<file path="config.mk">
export PLATFORM = sky130hd
export DESIGN_NAME = ahb_uart_rx_flat
export DESIGN_NICKNAME = d
export VERILOG_FILES = /design/src/rtl/ahb_uart_pkg.sv /design/src/rtl/ahb_uart_rx_if.sv /design/src/rtl/sync_fifo.sv /design/src/rtl/ahb_uart_rx.sv /design/src/flat_wrapper.sv
export SDC_FILE = /design/constraint.sdc
export NUM_CORES = 1
export LEC_CHECK = 0
export CAP_MARGIN = 30
export CORE_MARGIN = 5
export CORE_UTILIZATION = 57
export CTS_BUF_LIST = sky130_fd_sc_hd__clkbuf_16
export DETAILED_ROUTE_END_ITERATION = 12
export PLACE_DENSITY_LB_ADDON = 0.25
export SYNTH_ARGS = -nofsm -noshare
export SYNTH_HDL_FRONTEND = slang
export SYNTH_SLANG_ARGS = --single-unit
</file>
<file path="constraint.sdc">
create_clock -name HCLK -period 4.2 [get_ports HCLK]
set_input_delay 1.05 -clock HCLK [delete_from_list [all_inputs] [get_ports HCLK]]
set_output_delay 1.05 -clock HCLK [all_outputs]
set_load 0.02 [all_outputs]
</file>
<file path="src/rtl/ahb_uart_pkg.sv">
// Shared definitions for the AHB-Lite UART blocks: register offsets, bit
// positions and the receive state encoding.
package ahb_uart_pkg;

  localparam logic [1:0] UART_DATA   = 2'd0;
  localparam logic [1:0] UART_STATUS = 2'd1;
  localparam logic [1:0] UART_CTRL   = 2'd2;
  localparam logic [1:0] UART_CLEAR  = 2'd3;

  localparam int ST_NOT_EMPTY = 0;
  localparam int ST_FULL      = 1;
  localparam int ST_OVERRUN   = 2;
  localparam int ST_FRAME_ERR = 3;
  localparam int ST_COUNT_LSB = 8;

  localparam int CTRL_RX_EN  = 0;
  localparam int CTRL_IRQ_EN = 1;

  typedef enum logic [1:0] {
    IDLE  = 2'd0,
    START = 2'd1,
    DATA  = 2'd2,
    STOP  = 2'd3
  } rx_state_t;

endpackage

</file>
<file path="src/rtl/ahb_uart_rx_if.sv">
// AHB-Lite slot signals between the interconnect and one UART responder.
interface ahb_uart_rx_if;
  logic        HSEL;
  logic [31:0] HADDR;
  logic [1:0]  HTRANS;
  logic [2:0]  HSIZE;
  logic        HWRITE;
  logic [31:0] HWDATA;
  logic        HREADY;
  logic        HREADYOUT;
  logic [31:0] HRDATA;
  logic        HRESP;

  modport master (
    output HSEL, HADDR, HTRANS, HSIZE, HWRITE, HWDATA, HREADY,
    input  HREADYOUT, HRDATA, HRESP
  );

  modport slave (
    input  HSEL, HADDR, HTRANS, HSIZE, HWRITE, HWDATA, HREADY,
    output HREADYOUT, HRDATA, HRESP
  );
endinterface

</file>
<file path="src/rtl/sync_fifo.sv">
// Single-clock FIFO with occupancy count. A push while full is accepted only
// when a pop happens in the same cycle; a pop while empty is ignored.
module sync_fifo #(
  parameter int WIDTH = 8,
  parameter int DEPTH = 16
) (
  input  logic                     clk,
  input  logic                     rst_n,
  input  logic                     push,
  input  logic                     pop,
  input  logic [WIDTH-1:0]         wdata,
  output logic [WIDTH-1:0]         rdata,
  output logic                     full,
  output logic                     empty,
  output logic [$clog2(DEPTH):0]   count
);
  localparam int AW = $clog2(DEPTH);
  localparam int CW = AW + 1;

  logic [WIDTH-1:0] mem [DEPTH];
  logic [AW-1:0]    wr_ptr, rd_ptr;
  logic [CW-1:0]    count_q;
  logic             push_ok, pop_ok;

  assign full    = (count_q == CW'(DEPTH));
  assign empty   = (count_q == '0);
  assign count   = count_q;
  assign rdata   = mem[rd_ptr];
  assign pop_ok  = pop & ~empty;
  assign push_ok = push & (~full | pop_ok);

  always_ff @(posedge clk) begin
    if (push_ok) mem[wr_ptr] <= wdata;
  end

  // Pointers wrap naturally because DEPTH is a power of two.
  always_ff @(posedge clk or negedge rst_n) begin
    if (!rst_n) begin
      wr_ptr  <= '0;
      rd_ptr  <= '0;
      count_q <= '0;
    end else begin
      if (push_ok) wr_ptr <= wr_ptr + AW'(1);
      if (pop_ok)  rd_ptr <= rd_ptr + AW'(1);
      count_q <= count_q + CW'(push_ok) - CW'(pop_ok);
    end
  end
endmodule

</file>
<file path="src/rtl/ahb_uart_rx.sv">
// AHB-Lite UART receiver: 8N1 deserializer feeding a FIFO, with DATA/STATUS/
// CTRL/CLEAR registers and a level interrupt while data or overrun is pending.
//   state | meaning
//   IDLE  | line idle, waiting for a falling edge with rx_en set
//   START | timing to mid start bit, confirming it is still low
//   DATA  | sampling 8 data bits LSB first at mid-bit
//   STOP  | sampling stop bit; push byte or flag frame error
module ahb_uart_rx
  import ahb_uart_pkg::*;
#(
  parameter int BAUD_DIV   = 434,
  parameter int FIFO_DEPTH = 16
) (
  input  logic         HCLK,
  input  logic         HRESETn,
  ahb_uart_rx_if.slave ahb,
  input  logic         RXD,
  output logic         rx_irq
);
  localparam int          CNT_W     = $clog2(FIFO_DEPTH) + 1;
  localparam logic [15:0] HALF_LOAD = 16'(BAUD_DIV / 2 - 1);
  localparam logic [15:0] FULL_LOAD = 16'(BAUD_DIV - 1);

  logic [1:0]       addr_q;
  logic             write_q, valid_q;
  logic             rxd_meta, rxd_sync, rxd_prev, rx_fall;
  rx_state_t        state_q, state_d;
  logic [15:0]      cnt_q, cnt_d;
  logic [7:0]       shift_q, shift_d;
  logic [2:0]       idx_q, idx_d;
  logic             push, frame_set, pop, rd_access, wr_access, clear_wr;
  logic [1:0]       ctrl_q;
  logic             overrun_q, frame_err_q, irq_q;
  logic [7:0]       fifo_rdata;
  logic             fifo_full, fifo_empty;
  logic [CNT_W-1:0] fifo_count;
  logic [31:0]      rdata;
  logic             unused_ok;

  assign unused_ok = ^{ahb.HSIZE, ahb.HADDR[31:4], ahb.HADDR[1:0],
                       ahb.HTRANS[0], ahb.HWDATA[31:4]};

  always_ff @(posedge HCLK or negedge HRESETn) begin
    if (!HRESETn) begin
      addr_q  <= '0;
      write_q <= 1'b0;
      valid_q <= 1'b0;
    end else begin
      valid_q <= ahb.HSEL & ahb.HREADY & ahb.HTRANS[1];
      if (ahb.HSEL & ahb.HREADY & ahb.HTRANS[1]) begin
        addr_q  <= ahb.HADDR[3:2];
        write_q <= ahb.HWRITE;
      end
    end
  end

  assign rd_access = valid_q & ~write_q;
  assign wr_access = valid_q & write_q;
  assign pop       = rd_access & (addr_q == UART_DATA);
  assign clear_wr  = wr_access & (addr_q == UART_CLEAR);

  always_comb begin
    rdata = '0;
    if (rd_access) begin
      case (addr_q)
        UART_DATA:   if (!fifo_empty) rdata[7:0] = fifo_rdata;
        UART_STATUS: begin
          rdata[ST_NOT_EMPTY]            = ~fifo_empty;
          rdata[ST_FULL]                 = fifo_full;
          rdata[ST_OVERRUN]              = overrun_q;
          rdata[ST_FRAME_ERR]            = frame_err_q;
          rdata[ST_COUNT_LSB +: CNT_W]   = fifo_count;
        end
        UART_CTRL:   rdata[1:0] = ctrl_q;
        default:     rdata = '0;
      endcase
    end
  end

  assign ahb.HRDATA    = rdata;
  assign ahb.HREADYOUT = 1'b1;
  assign ahb.HRESP     = 1'b0;
  assign rx_fall       = rxd_prev & ~rxd_sync;
  assign rx_irq        = irq_q;

  always_ff @(posedge HCLK or negedge HRESETn) begin
    if (!HRESETn) begin
      rxd_meta    <= 1'b1;
      rxd_sync    <= 1'b1;
      rxd_prev    <= 1'b1;
      state_q     <= IDLE;
      cnt_q       <= '0;
      shift_q     <= '0;
      idx_q       <= '0;
      ctrl_q      <= 2'b01;
      overrun_q   <= 1'b0;
      frame_err_q <= 1'b0;
      irq_q       <= 1'b0;
    end else begin
      rxd_meta <= RXD;
      rxd_sync <= rxd_meta;
      rxd_prev <= rxd_sync;
      state_q  <= state_d;
      cnt_q    <= cnt_d;
      shift_q  <= shift_d;
      idx_q    <= idx_d;
      if (wr_access && addr_q == UART_CTRL) ctrl_q <= ahb.HWDATA[1:0];
      // A set event in the same cycle as a clear write wins.
      overrun_q   <= (push & fifo_full & ~pop) |
                     (overrun_q & ~(clear_wr & ahb.HWDATA[ST_OVERRUN]));
      frame_err_q <= frame_set |
                     (frame_err_q & ~(clear_wr & ahb.HWDATA[ST_FRAME_ERR]));
      irq_q <= ctrl_q[CTRL_IRQ_EN] & (~fifo_empty | overrun_q);
    end
  end

  always_comb begin
    state_d   = state_q;
    cnt_d     = cnt_q;
    shift_d   = shift_q;
    idx_d     = idx_q;
    push      = 1'b0;
    frame_set = 1'b0;
    if (cnt_q != '0) cnt_d = cnt_q - 16'd1;
    case (state_q)
      IDLE: if (rx_fall) begin
        cnt_d   = HALF_LOAD;
        state_d = START;
      end
      START: if (cnt_q == '0) begin
        if (!rxd_sync) begin
          state_d = DATA;
          cnt_d   = FULL_LOAD;
          idx_d   = '0;
        end else begin
          state_d = IDLE;
        end
      end
      DATA: if (cnt_q == '0) begin
        shift_d = {rxd_sync, shift_q[7:1]};
        cnt_d   = FULL_LOAD;
        if (idx_q == 3'd7) state_d = STOP;
        else               idx_d   = idx_q + 3'd1;
      end
      STOP: if (cnt_q == '0) begin
        if (rxd_sync) push      = 1'b1;
        else          frame_set = 1'b1;
        state_d = IDLE;
      end
      default: state_d = IDLE;
    endcase
    if (!ctrl_q[CTRL_RX_EN]) begin
      state_d   = IDLE;
      push      = 1'b0;
      frame_set = 1'b0;
    end
  end

  sync_fifo #(.WIDTH(8), .DEPTH(FIFO_DEPTH)) u_fifo (
    .clk   (HCLK),
    .rst_n (HRESETn),
    .push  (push),
    .pop   (pop),
    .wdata (shift_q),
    .rdata (fifo_rdata),
    .full  (fifo_full),
    .empty (fifo_empty),
    .count (fifo_count)
  );
endmodule

</file>
<file path="src/flat_wrapper.sv">
// flat-port wrapper written by rule: the top's interface ports become plain ports
module ahb_uart_rx_flat import ahb_uart_pkg::*;
#(
  parameter int BAUD_DIV   = 434,
  parameter int FIFO_DEPTH = 16
)
  (HCLK, HRESETn, RXD, rx_irq, ahb_HSEL, ahb_HADDR, ahb_HTRANS, ahb_HSIZE, ahb_HWRITE, ahb_HWDATA, ahb_HREADY, ahb_HREADYOUT, ahb_HRDATA, ahb_HRESP);
  ahb_uart_rx_if ahb_i ();
  input  logic HCLK;
  input  logic HRESETn;
  input  logic RXD;
  output logic rx_irq;
  input wire logic [$bits(ahb_i.HSEL)-1:0] ahb_HSEL;
  input wire logic [$bits(ahb_i.HADDR)-1:0] ahb_HADDR;
  input wire logic [$bits(ahb_i.HTRANS)-1:0] ahb_HTRANS;
  input wire logic [$bits(ahb_i.HSIZE)-1:0] ahb_HSIZE;
  input wire logic [$bits(ahb_i.HWRITE)-1:0] ahb_HWRITE;
  input wire logic [$bits(ahb_i.HWDATA)-1:0] ahb_HWDATA;
  input wire logic [$bits(ahb_i.HREADY)-1:0] ahb_HREADY;
  output wire logic [$bits(ahb_i.HREADYOUT)-1:0] ahb_HREADYOUT;
  output wire logic [$bits(ahb_i.HRDATA)-1:0] ahb_HRDATA;
  output wire logic [$bits(ahb_i.HRESP)-1:0] ahb_HRESP;
  assign ahb_i.HSEL = ahb_HSEL;
  assign ahb_i.HADDR = ahb_HADDR;
  assign ahb_i.HTRANS = ahb_HTRANS;
  assign ahb_i.HSIZE = ahb_HSIZE;
  assign ahb_i.HWRITE = ahb_HWRITE;
  assign ahb_i.HWDATA = ahb_HWDATA;
  assign ahb_i.HREADY = ahb_HREADY;
  assign ahb_HREADYOUT = ahb_i.HREADYOUT;
  assign ahb_HRDATA = ahb_i.HRDATA;
  assign ahb_HRESP = ahb_i.HRESP;
  ahb_uart_rx #(.BAUD_DIV(BAUD_DIV), .FIFO_DEPTH(FIFO_DEPTH)) u_core (.HCLK(HCLK), .HRESETn(HRESETn), .ahb(ahb_i), .RXD(RXD), .rx_irq(rx_irq));
endmodule
</file>
# --- After elaboration in Yosys (flattened, before gate mapping) ---
# Memories as Yosys holds them, arrays and structs flattened.
# Cells that the tools add are included.
totals:
  register_bits: 54
  ramBits: 128
  input_bits: 75
  output_inout_bits: 35
  n_memories: 1
op_classes:
  add_sub_neg: 6
  n_eq_ne: 17
  n_mux: 35
  n_bitwise: 27
  n_reduce_logical: 10
memory_table:
  columns: ["memory", "words", "width", "rd", "rd_ports_with_merged_regs", "wr", "line_no", "text"]
  rows:
  - ["u_core.u_fifo.mem", 16, 8, 1, 0, 1, "sync_fifo.sv:20", "logic [WIDTH-1:0] mem [DEPTH];"]
op_table:
  columns: ["operator", "n"]
  rows:
  - ["16-bit two-way mux", 5]
  - ["16-bit one-hot mux with 3 select lines", 1]
  - ["1-bit AND", 16]
  - ["16-bit zero test", 1]
  - ["16-bit nonzero test", 1]
  - ["16-bit by 1-bit subtractor with 16-bit output, second input constant", 1]
  - ["2-bit two-way mux", 7]
  - ["13-bit two-way mux", 1]
  - ["3-bit two-way mux", 4]
  - ["3-bit != test, second input constant", 4]
  - ["1-bit two-way mux", 10]
  - ["5-bit AND reduction", 2]
  - ["4-bit by 1-bit adder with 4-bit output, second input constant", 2]
  - ["2-bit equality test, second input constant", 4]
  - ["8-bit two-way mux", 1]
  - ["2-bit one-hot mux with 4 select lines", 1]
  - ["1-bit inverter", 7]
  - ["2-bit one-hot mux with 3 select lines", 1]
  - ["3-bit one-hot mux with 2 select lines", 1]
  - ["5-bit by 1-bit adder with 5-bit output", 1]
  - ["5-bit equality test, second input constant", 1]
  - ["5-bit zero test", 1]
  - ["5-bit two-way mux", 1]
  - ["5-bit by 1-bit subtractor with 5-bit output", 1]
  - ["13 further kinds", 20]

# --- Logic depth before layout (Yosys ltp) ---
depth:
  word_depth: 8
  mapped_depth: 17
  mapped_depth_nobuf: 15

# --- Cells and area by module ---
# From an unflattened synthesis, not the netlist that was laid out.
hier_totals:
  hier_cells: 557
  hier_area_um2: 8234.1
modules_own_cells:
  columns: ["module", "n_inst", "cells_per_inst", "area_per_inst_um2"]
  rows:
  - ["sync_fifo", 1, 319, 5821.8]
  - ["ahb_uart_rx", 1, 238, 2412.3]

# --- Worst setup path after synthesis ---
# OpenSTA, ideal clock, no wires.
synth_timing:
  path_kind: "flip-flop to output port"
  startpoint: "reg u_core.u_fifo.rd_ptr[0]"
  endpoint: "out ahb_HRDATA[2]"
  t_arrival_ns: 1.897
  slack_ns: 1.253
  path_stages_with_launch: 6
  n_path_buf: 2
  path_cell_list: "dfrtp_1 > buf_6 > buf_6 > mux4_1 > mux4_2 > a22o_1"
synth_between:
  elab_chain_len: 4
synth_lines:
  columns: ["element", "line_no", "text"]
  rows:
  - ["start: declaration", "sync_fifo.sv:21", "logic [AW-1:0] wr_ptr, rd_ptr;"]
  - ["start signal: assignment", "sync_fifo.sv:44", "if (pop_ok) rd_ptr <= rd_ptr + AW'(1);"]
  - ["memory 16 x 8 bit", null, null]
  - ["8-bit two-way mux", "ahb_uart_rx.sv:66", "UART_DATA: if (!fifo_empty) rdata[7:0] = fifo_rdata;"]
  - ["2-bit one-hot mux with 2 select lines", "ahb_uart_rx.sv:65", "case (addr_q)"]
  - ["13-bit two-way mux", "ahb_uart_rx.sv:64", "if (rd_access) begin"]
  - ["end: declaration", "flat_wrapper.sv:21", "output wire logic [$bits(ahb_i.HRDATA)-1:0] ahb_HRDATA;"]
# Every way passes these cells.

# --- Final worst setup path ---
layout_timing:
  startpoint: "reg u_core.u_fifo.rd_ptr[1]"
  endpoint: "out ahb_HRDATA[0]"
layout_between:
  elab_chain_len: 4
layout_lines:
  columns: ["element", "line_no"]
  rows:
  - ["memory 16 x 8 bit", null]
  - ["8-bit two-way mux", "ahb_uart_rx.sv:66"]
  - ["2-bit one-hot mux with 3 select lines", "ahb_uart_rx.sv:65"]
  - ["13-bit two-way mux", "ahb_uart_rx.sv:64"]
# Every way passes these cells.

==> results by group <==
Synthesis
  – Count of flip-flops with a built-in enable after synthesis: 128
  – Cell Area, Synth: 8220 µm²
  – Adder and majority cell fraction of the synthesized area: 3.14%
  – Main combinational cell family by area after synthesis: multiplexers
  – Mean post-synth cell area: 15.0 µm²
  – Fraction of synthesized cell area in xor and xnor cells: 2.12%
  – Dominant synthesized flop cell: edfxtp_1
  – Seq cells post-synth: 182
  – Warnings, synthesis: 0
  – Share of synthesized flip-flops with an asynchronous set or reset: 29.7%
  – Post-synthesis compound-gate area fraction: 3.94%
  – Cells after synthesis: 546
  – Share of cell area taken by muxes after synthesis: 12.6%
  – Unique masters post-synth: 64
  – Sequential element share of the synthesized area: 63.3%
  – Synthesized-area fraction occupied by and/or/nand/nor cells: 10.6%

Clock network
  – Number of hold buffers added after CTS: 0
  – TritonCTS Sinks: 182
  – Worst skew pair latency: 430 ps
  – Clock transition at the register clock pins on the worst setup and hold paths after CTS: 60 ps
  – CTS tree: yes
  – Buffer cell driving the clock tree root: clkbuf_16
  – TritonCTS Buffers: 17
  – Largest buffer count on any clock path: 2
  – Depth of the CTS H-tree: 4

Layout
  – Share of layout cells above drive strength 1: 17.1%
  – Number of standard cells in the layout, taps in and fillers out: 770
  – Area delta synth->final: 11.4%
  – Number of inserted diodes: 0
  – Total Nets Final: 673

Setup path
  – Crit path DAT: 3030 ps
  – Worst path required time: 3150 ps
  – Nature of the critical path startpoint: flop
  – Maximum fanout encountered on the critical timing path: 8
  – R2R cell count: 15
  – Crit path capture type: output pin
  – Worst Setup Path Type: flop to output pin

Floorplanning
  – Effective utilization at floorplan: 58.7%
  – Die height: 130 µm
  – Area of the core: 14,000 µm²
  – I/O pin cnt: 110
  – Die W: 130 µm
  – Cell Rows: 43
  – Die area: 16,900 µm²

Global route
  – Vias in the first global route: 4,754
  – Antenna violations before repair: 0
  – Pin count of the biggest net entering global routing: 37
  – First-pass GRT wire length: 26.3 mm
  – Total routing resource utilization after global routing: 20.8%
  – GR Overflow Total: 0

Placement
  – Gpl congestion: 0.836
  – Post-DP HPWL: 10.8 mm
  – Count of placed standard cells including taps: 738
  – Setup WS pre-CTS: 480 ps
  – Number of buffers inserted by port buffering: 26

STA
  – Setup tns final: 0 ps
  – Slew margin rel.: 41.0%
  – Highest achievable clock rate: 245 MHz
  – Worst Skew: 12.6 ps
  – Min Hold Slack: 357 ps
  – Max-slew violations: 0
  – Transition time at the pin with the least slew margin: 881 ps
  – Final hold violation count: 0
  – Final period util: 97.2%
  – Setup repair after global routing missed its margin: false
  – Shortest period the worst path allows: 4080 ps
  – Fin worst setup slack: 116 ps
  – Number of endpoints failing setup at the final stage: 0

Power and ir drop
  – Cell area power density: 523 nW/µm²
  – Static Leak: 3.48 nW
  – Maximum ir drop on the vdd rail: 0.412 mV
  – Sw Ratio: 27.9%
  – P_int: 3.45 mW
  – Clk pwr share: 32.2%
  – Sequential power share: 45.6%
  – Power, Total: 4.79 mW
  – Net switching power of the design: 1.34 mW
  – Combinational share of power: 22.2%

Outcome
  – Run status: finished, final reports clean

Route
  – Routed WL per cell: 21.1 µm
  – Total Wirelength: 16.2 mm
  – Via/cell ratio: 6.02
  – DRC errors left: 0
  – Via count: 4,638
  – Count of routing violations after the opening detailed-route iteration: 570
  – Routed Antenna Nets: 0
  – Detailed-router iteration count before antenna repair: 7

Worst hold path
  – Worst Hold Class: flop to flop
  – Cell depth of the worst min-delay path: 0

Run
  – Max-capacitance violation count: 0
==> path summary, 6_finish.rpt <==
kind / slack [ps] / from / to
worst max-delay path: 120 / u_core.u_fifo.rd_ptr[1]$_DFFE_PN0P_ / ahb_HRDATA[0]
worst min-delay path: 360 / u_core.rxd_meta$_DFF_PN1_ / u_core.rxd_sync$_DFF_PN1_
worst max register to register: 840 / u_core.cnt_q[0]$_DFF_PN0_ / u_core.u_fifo.count[4]$_DFF_PN0_
worst min register to register: 360 / u_core.rxd_meta$_DFF_PN1_ / u_core.rxd_sync$_DFF_PN1_
max in group asynchronous: 2690 / HRESETn / u_core.ctrl_q[0]$_DFFE_PN1P_
min in group asynchronous: 700 / HRESETn / u_core.cnt_q[3]$_DFF_PN0_
==> synthesized netlist by cell type, drive strengths merged (2+ instances only) <==
cell type	number	area share, %
xor2	5	0.53
edfxtp	128	47
dfrtp	50	15
ha	19	2.9
mux4	36	10
a21oi	12	0.73
nor4b	2	0.21
buf	38	3.2
and4	2	0.21
xnor2	14	1.6
dfstp	4	1.3
mux2	13	1.8
nor3b	4	0.37
conb	2	0.091
clkbuf	3	0.14
nor4	5	0.64
o21ai	16	0.97
nand3b	3	0.27
nand3	13	0.85
a31oi	3	0.23
a22o	3	0.32
inv	20	0.91
nand2	32	1.6
nand4	3	0.41
nor3	12	0.97
nand2b	6	0.46
mux2i	7	0.85
a21boi	4	0.37
or3	7	0.53
and3	18	1.4
nor2	39	1.8
nor2b	4	0.30
==> state kept, by name, indices dropped and copies added, names as in the netlist <==
name,count
u_core.u_fifo.wr_ptr,4
u_core.rx_irq,1
u_core.cnt_q,16
u_core.overrun_q,1
u_core.u_fifo.mem,128
u_core.write_q,1
u_core.addr_q,2
u_core.ctrl_q,2
u_core.rxd_sync,1
u_core.state_q,2
u_core.valid_q,1
u_core.rxd_prev,1
u_core.shift_q,8
u_core.u_fifo.rd_ptr,4
u_core.rxd_meta,1
u_core.frame_err_q,1
u_core.u_fifo.count,5
u_core.idx_q,3
==> per-layer routing <==
layer / GRT usage (%) / wire length, µm / vias up
met5: 0 / 0 / -
met4: 7.33 / 256 / 0
met3: 4.87 / 1010 / 21
met2: 34.4 / 8380 / 158
met1: 27.3 / 6580 / 2370
li1: - / - / 2089
==> area by class of cell <==
cell class,count,area [µm²]
Inverter,20,75.1
Tap cell,180,225
Clock buffer,17,425
Fill cell,1010,4830
Multi-Input combinational cell,322,2740
Timing Repair Buffer,35,348
Sequential cell,182,5200
Clock inverter,14,144
==> power groups by stage <==
stage	clock (mW)	combinational [mW]	sequential [mW]
after global routing	1.65	1.17	2.20
after detailed placement	0	1.03	2.23
after floorplan	0	0.859	2.17
after global placement	0	0.992	2.22
after CTS	1.56	1.07	2.18
final	1.54	1.06	2.18
==> layout by cell type (no fill, tap or decap), types with 4 or more instances in the layout <==
cell type,count
clkdlybuf4s50_1,25
a21oi_1,12
nor3b_1,4
nand3_1,12
mux2_2,13
edfxtp_1,128
a21boi_0,4
dfstp_2,4
dfrtp_1,49
or3_1,7
nor2b_1,4
nor3_1,8
conb_1,21
inv_1,22
and3_1,18
nand2_1,28
nor3_2,4
nor2_1,39
ha_1,19
nand2b_1,6
xnor2_1,13
clkinv_1,5
mux2i_1,7
o21ai_0,15
clkbuf_16,17
mux4_2,34
xor2_1,5
buf_4,7
==> repair_timing <==
item | in CTS | in global routing
endpoints found under the hold margin | 0 | 0
resized for setup | 0 | 0
setup buffers | 1 | 0
setup endpoints to repair | 1 | 0
==> stage by stage <==
stage / utilization [%] / cell area (µm²)
2_1_floorplan: - / 8290
3_3_place_gp: 61.3 / 8580
3_5_place_dp: 61.3 / 8580
4_1_cts: 65.4 / 9160
5_1_grt: 65.4 / 9160
6_report: 65.4 / 9160
==> worst max-delay path, cell delays in order, from the launching register on <==
cell             delay [ps]
dfrtp_1                 720
mux4_2                  590
mux2_2                  290
a21oi_1                 290
o32ai_1                 160
clkdlybuf4s50_1         560
==> kinds of logic (layout without fill, tap and decap cells) <==
kind of cell / after synthesis / count (layout)
buf+inv: 61 / 86
mux: 56 / 56
simple gates: 155 / 155
compound gates: 51 / 51
xor+xnor: 19 / 19
other cells: 2 / 21
flops: 182 / 182
fa+ha+maj: 20 / 20
No activity file was read; power rests on OpenSTA's default activity.
